### config.mk
export PLATFORM = sky130hd
export DESIGN_NAME = fetch_queue_flat
export DESIGN_NICKNAME = d
export VERILOG_FILES = /design/src/rtl/fetch_queue_pkg.sv /design/src/rtl/fetch_queue_if.sv /design/src/rtl/fetch_queue_mem.sv /design/src/rtl/fetch_queue.sv /design/src/flat_wrapper.sv
export SDC_FILE = /design/constraint.sdc
export NUM_CORES = 1
export LEC_CHECK = 0
export CORE_MARGIN = 2
export CORE_UTILIZATION = 28
export CTS_BUF_LIST = sky130_fd_sc_hd__clkbuf_4
export DETAILED_ROUTE_END_ITERATION = 10
export GPL_TIMING_DRIVEN = 0
export PLACE_DENSITY_LB_ADDON = 0.15
export SLEW_MARGIN = 20
export SYNTH_ARGS = -nofsm -noshare
export SYNTH_HDL_FRONTEND = slang
export SYNTH_SLANG_ARGS = --single-unit
### constraint.sdc
create_clock -name clk -period 6.45 [get_ports clk]
set_input_delay 1.6125 -clock clk [delete_from_list [all_inputs] [get_ports clk]]
set_output_delay 1.6125 -clock clk [all_outputs]
set_load 0.05 [all_outputs]
### src/rtl/fetch_queue_pkg.sv
// rtl/fetch_queue_pkg.sv - shared fetch-queue defaults, NOP encoding and operation decode
package fetch_queue_pkg;

  localparam int FQ_DEPTH = 4;
  localparam int FQ_WIDTH = 32;

  // NOP bubble is all zeros; replicate to any field width.
  localparam logic FQ_NOP_BIT = 1'b0;

  typedef enum logic [2:0] {
    FQ_IDLE,
    FQ_PUSH,
    FQ_POP,
    FQ_PUSH_POP,
    FQ_FLUSH
  } fq_op_e;

  function automatic fq_op_e fq_decode(input logic flush, input logic push_ok, input logic pop_ok);
    if (flush) return FQ_FLUSH;
    case ({push_ok, pop_ok})
      2'b10:   return FQ_PUSH;
      2'b01:   return FQ_POP;
      2'b11:   return FQ_PUSH_POP;
      default: return FQ_IDLE;
    endcase
  endfunction

endpackage

### src/rtl/fetch_queue_if.sv
// rtl/fetch_queue_if.sv - fetch/decode side signals of the fetch queue
interface fetch_queue_if #(
  parameter int DEPTH = fetch_queue_pkg::FQ_DEPTH,
  parameter int WIDTH = fetch_queue_pkg::FQ_WIDTH
);
  logic                     in_valid;
  logic [WIDTH-1:0]         in_pc;
  logic [WIDTH-1:0]         in_instr;
  logic                     flush;
  logic                     freeze;
  logic                     out_ready;
  logic                     out_valid;
  logic [WIDTH-1:0]         out_pc;
  logic [WIDTH-1:0]         out_instr;
  logic [$clog2(DEPTH):0]   level;

  modport master (
    output in_valid, in_pc, in_instr, flush, out_ready,
    input  freeze, out_valid, out_pc, out_instr, level
  );

  modport slave (
    input  in_valid, in_pc, in_instr, flush, out_ready,
    output freeze, out_valid, out_pc, out_instr, level
  );
endinterface

### src/rtl/fetch_queue_mem.sv
// rtl/fetch_queue_mem.sv - queue storage: one write port, one asynchronous read port
module fetch_queue_mem #(
  parameter int DEPTH = fetch_queue_pkg::FQ_DEPTH,
  parameter int DW    = 2 * fetch_queue_pkg::FQ_WIDTH
) (
  input  logic                     clk,
  input  logic                     we_i,
  input  logic [$clog2(DEPTH)-1:0] waddr_i,
  input  logic [DW-1:0]            wdata_i,
  input  logic [$clog2(DEPTH)-1:0] raddr_i,
  output logic [DW-1:0]            rdata_o
);
  // Contents are never observed while the queue is empty, so no reset here.
  logic [DW-1:0] mem_q [DEPTH];

  always_ff @(posedge clk) begin
    if (we_i) mem_q[waddr_i] <= wdata_i;
  end

  assign rdata_o = mem_q[raddr_i];
endmodule

### src/rtl/fetch_queue.sv
// rtl/fetch_queue.sv - circular fetch queue between fetch and decode, fall-through head
module fetch_queue #(
  parameter int DEPTH = fetch_queue_pkg::FQ_DEPTH,
  parameter int WIDTH = fetch_queue_pkg::FQ_WIDTH
) (
  input  logic          clk,
  input  logic          rst,
  fetch_queue_if.slave  q
);
  import fetch_queue_pkg::*;

  localparam int PW = $clog2(DEPTH);
  localparam int CW = PW + 1;
  localparam logic [CW-1:0] FULL_CNT = CW'(DEPTH);

  logic [PW-1:0]      wr_ptr_q, wr_ptr_d;
  logic [PW-1:0]      rd_ptr_q, rd_ptr_d;
  logic [CW-1:0]      count_q, count_d;
  logic               full, empty, push_ok, pop_ok, we;
  logic [2*WIDTH-1:0] rd_data;
  fq_op_e             op;

  assign full    = (count_q == FULL_CNT);
  assign empty   = (count_q == '0);
  // A pop in the same cycle never frees a slot for the incoming word.
  assign push_ok = q.in_valid && !full;
  assign pop_ok  = q.out_ready && !empty;
  assign op      = fq_decode(q.flush, push_ok, pop_ok);
  assign we      = (op == FQ_PUSH) || (op == FQ_PUSH_POP);

  always_comb begin
    wr_ptr_d = wr_ptr_q;
    rd_ptr_d = rd_ptr_q;
    count_d  = count_q;
    case (op)
      FQ_FLUSH: begin
        wr_ptr_d = '0;
        rd_ptr_d = '0;
        count_d  = '0;
      end
      FQ_PUSH: begin
        wr_ptr_d = wr_ptr_q + PW'(1);
        count_d  = count_q + CW'(1);
      end
      FQ_POP: begin
        rd_ptr_d = rd_ptr_q + PW'(1);
        count_d  = count_q - CW'(1);
      end
      FQ_PUSH_POP: begin
        wr_ptr_d = wr_ptr_q + PW'(1);
        rd_ptr_d = rd_ptr_q + PW'(1);
      end
      default: ;
    endcase
  end

  always_ff @(posedge clk or negedge rst) begin
    if (!rst) begin
      wr_ptr_q <= '0;
      rd_ptr_q <= '0;
      count_q  <= '0;
    end else begin
      wr_ptr_q <= wr_ptr_d;
      rd_ptr_q <= rd_ptr_d;
      count_q  <= count_d;
    end
  end

  fetch_queue_mem #(
    .DEPTH (DEPTH),
    .DW    (2 * WIDTH)
  ) u_mem (
    .clk     (clk),
    .we_i    (we),
    .waddr_i (wr_ptr_q),
    .wdata_i ({q.in_pc, q.in_instr}),
    .raddr_i (rd_ptr_q),
    .rdata_o (rd_data)
  );

  assign q.freeze    = full;
  assign q.out_valid = !empty;
  assign q.level     = count_q;
  assign q.out_pc    = empty ? {WIDTH{FQ_NOP_BIT}} : rd_data[2*WIDTH-1:WIDTH];
  assign q.out_instr = empty ? {WIDTH{FQ_NOP_BIT}} : rd_data[WIDTH-1:0];
endmodule
### src/flat_wrapper.sv
// flat-port wrapper written by rule: the top's interface ports become plain ports
module fetch_queue_flat import fetch_queue_pkg::*;
#(
  parameter int DEPTH = fetch_queue_pkg::FQ_DEPTH,
  parameter int WIDTH = fetch_queue_pkg::FQ_WIDTH
)
  (clk, rst, q_in_valid, q_in_pc, q_in_instr, q_flush, q_out_ready, q_freeze, q_out_valid, q_out_pc, q_out_instr, q_level);
  fetch_queue_if #(.DEPTH(DEPTH), .WIDTH(WIDTH)) q_i ();
  input  logic clk;
  input  logic rst;
  input wire logic [$bits(q_i.in_valid)-1:0] q_in_valid;
  input wire logic [$bits(q_i.in_pc)-1:0] q_in_pc;
  input wire logic [$bits(q_i.in_instr)-1:0] q_in_instr;
  input wire logic [$bits(q_i.flush)-1:0] q_flush;
  input wire logic [$bits(q_i.out_ready)-1:0] q_out_ready;
  output wire logic [$bits(q_i.freeze)-1:0] q_freeze;
  output wire logic [$bits(q_i.out_valid)-1:0] q_out_valid;
  output wire logic [$bits(q_i.out_pc)-1:0] q_out_pc;
  output wire logic [$bits(q_i.out_instr)-1:0] q_out_instr;
  output wire logic [$bits(q_i.level)-1:0] q_level;
  assign q_i.in_valid = q_in_valid;
  assign q_i.in_pc = q_in_pc;
  assign q_i.in_instr = q_in_instr;
  assign q_i.flush = q_flush;
  assign q_i.out_ready = q_out_ready;
  assign q_freeze = q_i.freeze;
  assign q_out_valid = q_i.out_valid;
  assign q_out_pc = q_i.out_pc;
  assign q_out_instr = q_i.out_instr;
  assign q_level = q_i.level;
  fetch_queue #(.DEPTH(DEPTH), .WIDTH(WIDTH)) u_core (.clk(clk), .rst(rst), .q(q_i));
endmodule
After elaboration in Yosys (flattened, before gate mapping) --
Memories as Yosys holds them, arrays and structs flattened. Index checks and enable logic that the tools add are counted.
Word-level totals: output and inout bits 69, memories kept 1, RAM bits 256, register bits after elaboration 7, word-level logic and storage cells 38, input bits 69
Operators by class: $add $sub $neg 4, equal/unequal tests 8, reduce and logical (&&, ||, !) cells 11, multiplexer cells 11
Memory list:
- u_core.u_mem.mem_q | words 4, bits a word 64, read ports 1, clocked after memory_dff 0, write ports 1, line fetch_queue_mem.sv:14 | logic [DW-1:0] mem_q [DEPTH];
Operators by type and width (number):
- $mux 32 | 2
- $pmux 3 s3 | 1
- $pmux 2 s2 | 2
- $eq 3x2->1 const B | 2
- $eq 3x3->1 const B | 2
- $mux 3 | 2
- $pmux 2 s3 | 1
- $add 2x1->2 const B | 2
- $eq 2x2->1 const B | 2
- $reduce_bool 2->1 | 2
- $reduce_or 2->1 | 2
- $add 3x1->3 const B | 1
- $eq 3x1->1 const B | 1
- $logic_not 3->1 | 1
- $mux 1 | 3
- $reduce_bool 3->1 | 1
- $sub 3x1->3 const B | 1
- $eq 2x1->1 const B | 1
- $logic_and 1x1->1 | 2
- $logic_not 1->1 | 2
- $logic_or 1x1->1 | 1

Longest topological paths before layout --
word-level depth 10, depth in mapped cells 9, gate-level depth less buffers 8

Modules after synthesis --
Synthesis repeated with hierarchy kept, for this count alone.
Unflattened totals: cell total of the unflattened synthesis 467, area, all modules 10331.2 um^2
By module, submodules not included:
- fetch_queue_mem | area an instance 9341.5 um^2, times used 1, cells each 338, seq. area each 7687.4 um^2
- fetch_queue | area an instance 989.7 um^2, times used 1, cells each 129, seq. area each 175.2 um^2

Worst setup path after synthesis --
Ideal clock, no wire load.
path kind in2reg, start point input q_flush, end point memory u_core.u_mem.mem_q[0][0] in the netlist's numbering (enable), data required time 6021 ps, arrival time 3523 ps, setup time 429 ps, slack 2498 ps, stages on the path 3, cells stage by stage clkbuf_1 nor2_1 and2_1
Between the ends: cells in the longest elaborated chain, start to end 6, elaborated cells on any way between the ends 7
Ends and longest elaborated chain:
- from (decl) | line flat_wrapper.sv:14 | input wire logic [$bits(q_i.flush)-1:0] q_flush;
- $mux 1 * | line fetch_queue_pkg.sv:19 | if (flush) return FQ_FLUSH;
- $mux 3 * | line fetch_queue_pkg.sv:20 | case ({push_ok, pop_ok})
- $eq 3x1->1 / $eq 3x2->1 (equally long branches) | line fetch_queue.sv:29 | assign we = (op == FQ_PUSH) || (op == FQ_PUSH_POP);
- $logic_or 1x1->1 * | line fetch_queue.sv:29
- $mux 1 * | line fetch_queue_mem.sv:17 | if (we_i) mem_q[waddr_i] <= wdata_i;
- $mux 1 (not written as such) * | line fetch_queue_mem.sv:17
- to (decl) | line fetch_queue_mem.sv:14
Mark *: on every way between the ends. The rest lies on a longest branch, timed or not.

Worst setup path after layout --
start point register u_core.count_q[2], in the netlist u_core.q.level[2], end point output q_out_pc[0]
Between the ends: cells in the longest elaborated chain, start to end 2
Ends and longest elaborated chain:
- from (decl) | line fetch_queue.sv:18 | logic [CW-1:0] count_q, count_d;
- from (signal assigned) | line fetch_queue.sv:65 | count_q <= count_d;
- $logic_not 3->1 | line fetch_queue.sv:24 | assign empty = (count_q == '0);
- $mux 32 | line fetch_queue.sv:84 | assign q.out_pc = empty ? {WIDTH{FQ_NOP_BIT}} : rd_data[2*WIDTH-1:WIDTH];
- to (decl) | line flat_wrapper.sv:18 | output wire logic [$bits(q_i.out_pc)-1:0] q_out_pc;
No other way between the ends.

==> key figures <==
Timing
  • Setup TNS: 0 ns
  • Peak Freq: between 200 and 250 MHz
  • Min Tclk post-route: around 4.9 ns
  • Relative slew slack: 0.4619
  • Fin crit share: 0.7529
  • Worst Tran Pin Value: 0.8071 ns
  • Final setup fails: 0
  • RSZ-0062 raised after global routing: no
  • Final Hold Viols: 0
  • Worst Skew: 0.04008 ns
  • Max-slew violations: 0

Yosys
  • Mapped Area: 10,190 sq um
  • Synth warn: 0
  • Flops & latches, synth: roughly 260
  • Register area share after synthesis: 0.7718
  • Asr flop ratio synth: 0.02662
  • Commonest cells in the netlist: 256 x edfxtp_1, 68 x and2_1, 64 x mux4_2
  • Post-synth top area share: 0.7546
  • Post-synth EDFFs: roughly 260
  • Mapped Cells: between 400 and 500
  • Syn_nets: 535
  • Most frequent cell after synthesis: edfxtp_1
  • Syn Area/Cell: about 22 sq um
  • Synth Flop Type: edfxtp_1
  • Top area cells in the synthesized netlist: edfxtp_1 75%, mux4_2 14%, and2_1 4.2%, dfrtp_1 1.7%, buf_6 0.55%
  • Area leader, netlist: edfxtp_1
  • Distinct cells, synth: 29

Clock tree
  • Clock tree sinks: approximately 260
  • Clk root buf: clkbuf_4
  • H-tree depth: 3
  • TritonCTS Buffers: 73
  • Max clock buf depth: 3
  • # Post-CTS Setup Buffers: 0
  • Post-CTS sizing: 0
  • Clock slew seen by the registers of the worst setup and hold paths: approximately 0.070 ns
  • Clock latency on the worst-skew pair: 0.70 ns
  • Cts hold-fix bufs: 0
  • CTS tree: built

Detailed routing
  • Detailed-router iteration count before antenna repair: 4
  • WL/cell: about 19 um
  • Via Count: around 5,300
  • Routed WL: 22,730 um
  • Post-DR vias/cell: about 4.4
  • # DRC: 0
  • ANT nets after route: 0
  • Initial drt markers: between 200 and 250

Power and ir drop
  • Combinational share of power: 0.400
  • Clk pwr share: 0.255
  • Int Pwr: between 0.003 and 0.004 W
  • Max VDD drop: about 0.27 mV
  • Reg power frac: 0.344
  • Power Density: between 400 and 500 nW/um^2
  • Total power: between 0.005 and 0.006 W
  • NetSw: about 0.0022 W
  • Switching share of power: 0.3730
  • P_leak: 4.249 nW

Floorplanning
  • Initial Utilization: 0.2850
  • Core footprint: 35,740 sq um
  • Ports: ~140
  • Row cnt: 69
  • Die width: about 190 um
  • Die H: just under 200 um
  • Die ar.: 37,930 sq um

Critical path
  • CP Data Arrival Time: 3.24 ns
  • Required time worst endpoint: between 4 and 5 ns
  • Worst setup EP type: output port
  • CP startpoint kind: register
  • Crit Path Max Fanout: 10
  • Crit Path Class: reg2out

Finish
  • Final #Nets: 750
  • Area growth syn-to-layout: 29.35%
  • Design area: about 13,000 sq um
  • Finished Layout Cells: about 1,200
  • Number of fill cells: between 3,000 and 4,000
  • Fin util: 0.3687
  • Share of cells above drive strength 1: 0.2672

GRT
  • First-pass GRT wire length: ~35,000 um
  • Largest net degree at the start of global routing: 38
  • Vias in the first global route: ~6,100
  • GRT Util Overall: 0.1248
  • Initial antenna violation count: 4
  • GR Overflow Total: 0

Placement
  • I/O Buffers: about 140
  • Cell Area, Placed: about 12,000 sq um
  • Post-DP HPWL: between 10,000 and 15,000 um
  • Post-placement cell count: 1,062
  • Final RePlAce weighted congestion: 0.7283

Status
  • Status: finished, final reports clean

Worst hold path
  • Hold crit path type: reg2reg

Run
  • Max Cap Violations: 0
==> worst paths after layout <==
check,startpoint,to,slack (ns),cells past startpoint
max in group asynchronous,rst,u_core.q.level[1]$_DFFE_PN0P_,4.97,1
hold reg to reg,u_core.wr_ptr_q[1]$_DFFE_PN0P_,u_core.wr_ptr_q[1]$_DFFE_PN0P_,0.63,2
setup / recovery,u_core.q.level[2]$_DFFE_PN0P_,q_out_pc[0],1.59,5
setup reg to reg,u_core.q.level[2]$_DFFE_PN0P_,u_core.q.level[2]$_DFFE_PN0P_,3.72,9
hold / removal,u_core.wr_ptr_q[1]$_DFFE_PN0P_,u_core.wr_ptr_q[1]$_DFFE_PN0P_,0.63,2
min in group asynchronous,rst,u_core.wr_ptr_q[1]$_DFFE_PN0P_,1.19,1
==> logic make-up (layout without fill, tap and decap cells) <==
| logic type | count (synthesis) | count (layout) | share of synthesized area |
|---|---|---|---|
| flip-flops | 263 | 263 | 0.7718 |
| AND/OR/NAND/NOR | 87 | 87 | 0.05085 |
| multiplexers | 68 | 68 | 0.1454 |
| buffers and inverters | 27 | 292 | 0.01523 |
| AO/OA/AOI/OAI | 7 | 7 | 0.006386 |
| adder cells (fa/ha/maj) | 5 | 5 | 0.006878 |
| XOR/XNOR | 4 | 4 | 0.003440 |
| other | 0 | 3 | 0 |
==> per-layer routing <==
layer / routed length (um) / track usage
met2: 11320 / 0.2044
met5: 26 / 0
met4: 532 / 0.05937
met1: 9381 / 0.1461
met3: 1470 / 0.04564
==> cell usage in the layout, fill, tap and decap left out, drive strengths merged <==
cell type	count
or2	1
nand2b	2
a21oi	2
nand3	1
diode	3
a2111oi	1
buf	18
fa	1
clkinv	23
clkdlybuf4s50	136
xor2	2
inv	6
clkbuf	104
bufinv	3
edfxtp	256
or3	1
xnor2	2
nor2	9
and3	1
nor2b	1
or3b	1
mux2i	4
mux4	64
nand2	2
and2	68
o21ai	2
dfrtp	7
clkinvlp	2
ha	4
a2bb2oi	1
a211o	1
==> flip-flops by register name, summed over array words and instances, names as in the netlist <==
register and cells:
u_core.q.level 3, u_core.wr_ptr_q 2, u_core.rd_ptr_q 2, u_core.u_mem.mem_q 256
==> worst max-delay path, stage by stage (launching register included) <==
cell and delay, ns:
dfrtp_1 0.48, or3_1 0.30, buf_2 0.31, clkbuf_1 0.42, and2_1 0.22, clkdlybuf4s50_1 0.82
==> area by class of cell <==
type | instances | area (sq um) | share of cell area
Sequential cell | 263 | 7863 | 0.5967
Multi-Input combinational cell | 171 | 2180 | 0.1654
Timing Repair Buffer | 140 | 1471 | 0.1117
Clock buffer | 96 | 720.7 | 0.05469
Tap cell | 461 | 576.8 | 0.04377
Clock inverter | 29 | 203.9 | 0.01548
Buffer | 22 | 136.4 | 0.01035
Inverter | 5 | 18.77 | 0.001424
Antenna cell | 3 | 7.507 | 0.0005697
==> power by group through the flow <==
stage               sequential (W)  combinational [W]  clock, W
floorplan                  0.00206            0.00155         0
global placement           0.00205            0.00237         0
detailed placement         0.00205            0.00239         0
CTS                        0.00201            0.00240   0.00157
global route               0.00202            0.00248   0.00166
finish                     0.00201            0.00233   0.00149
==> per-stage QoR <==
step,setup WS [ns],hold WS [ns]
3_3_place_gp,0.2724,0.5511
3_5_place_dp,2.201,0.5896
4_1_cts,1.341,0.6193
6_report,1.594,0.6254
2_1_floorplan,2.498,0.5420
5_1_grt,1.236,0.6766
Note: power is estimated with default switching activity, not from simulation.
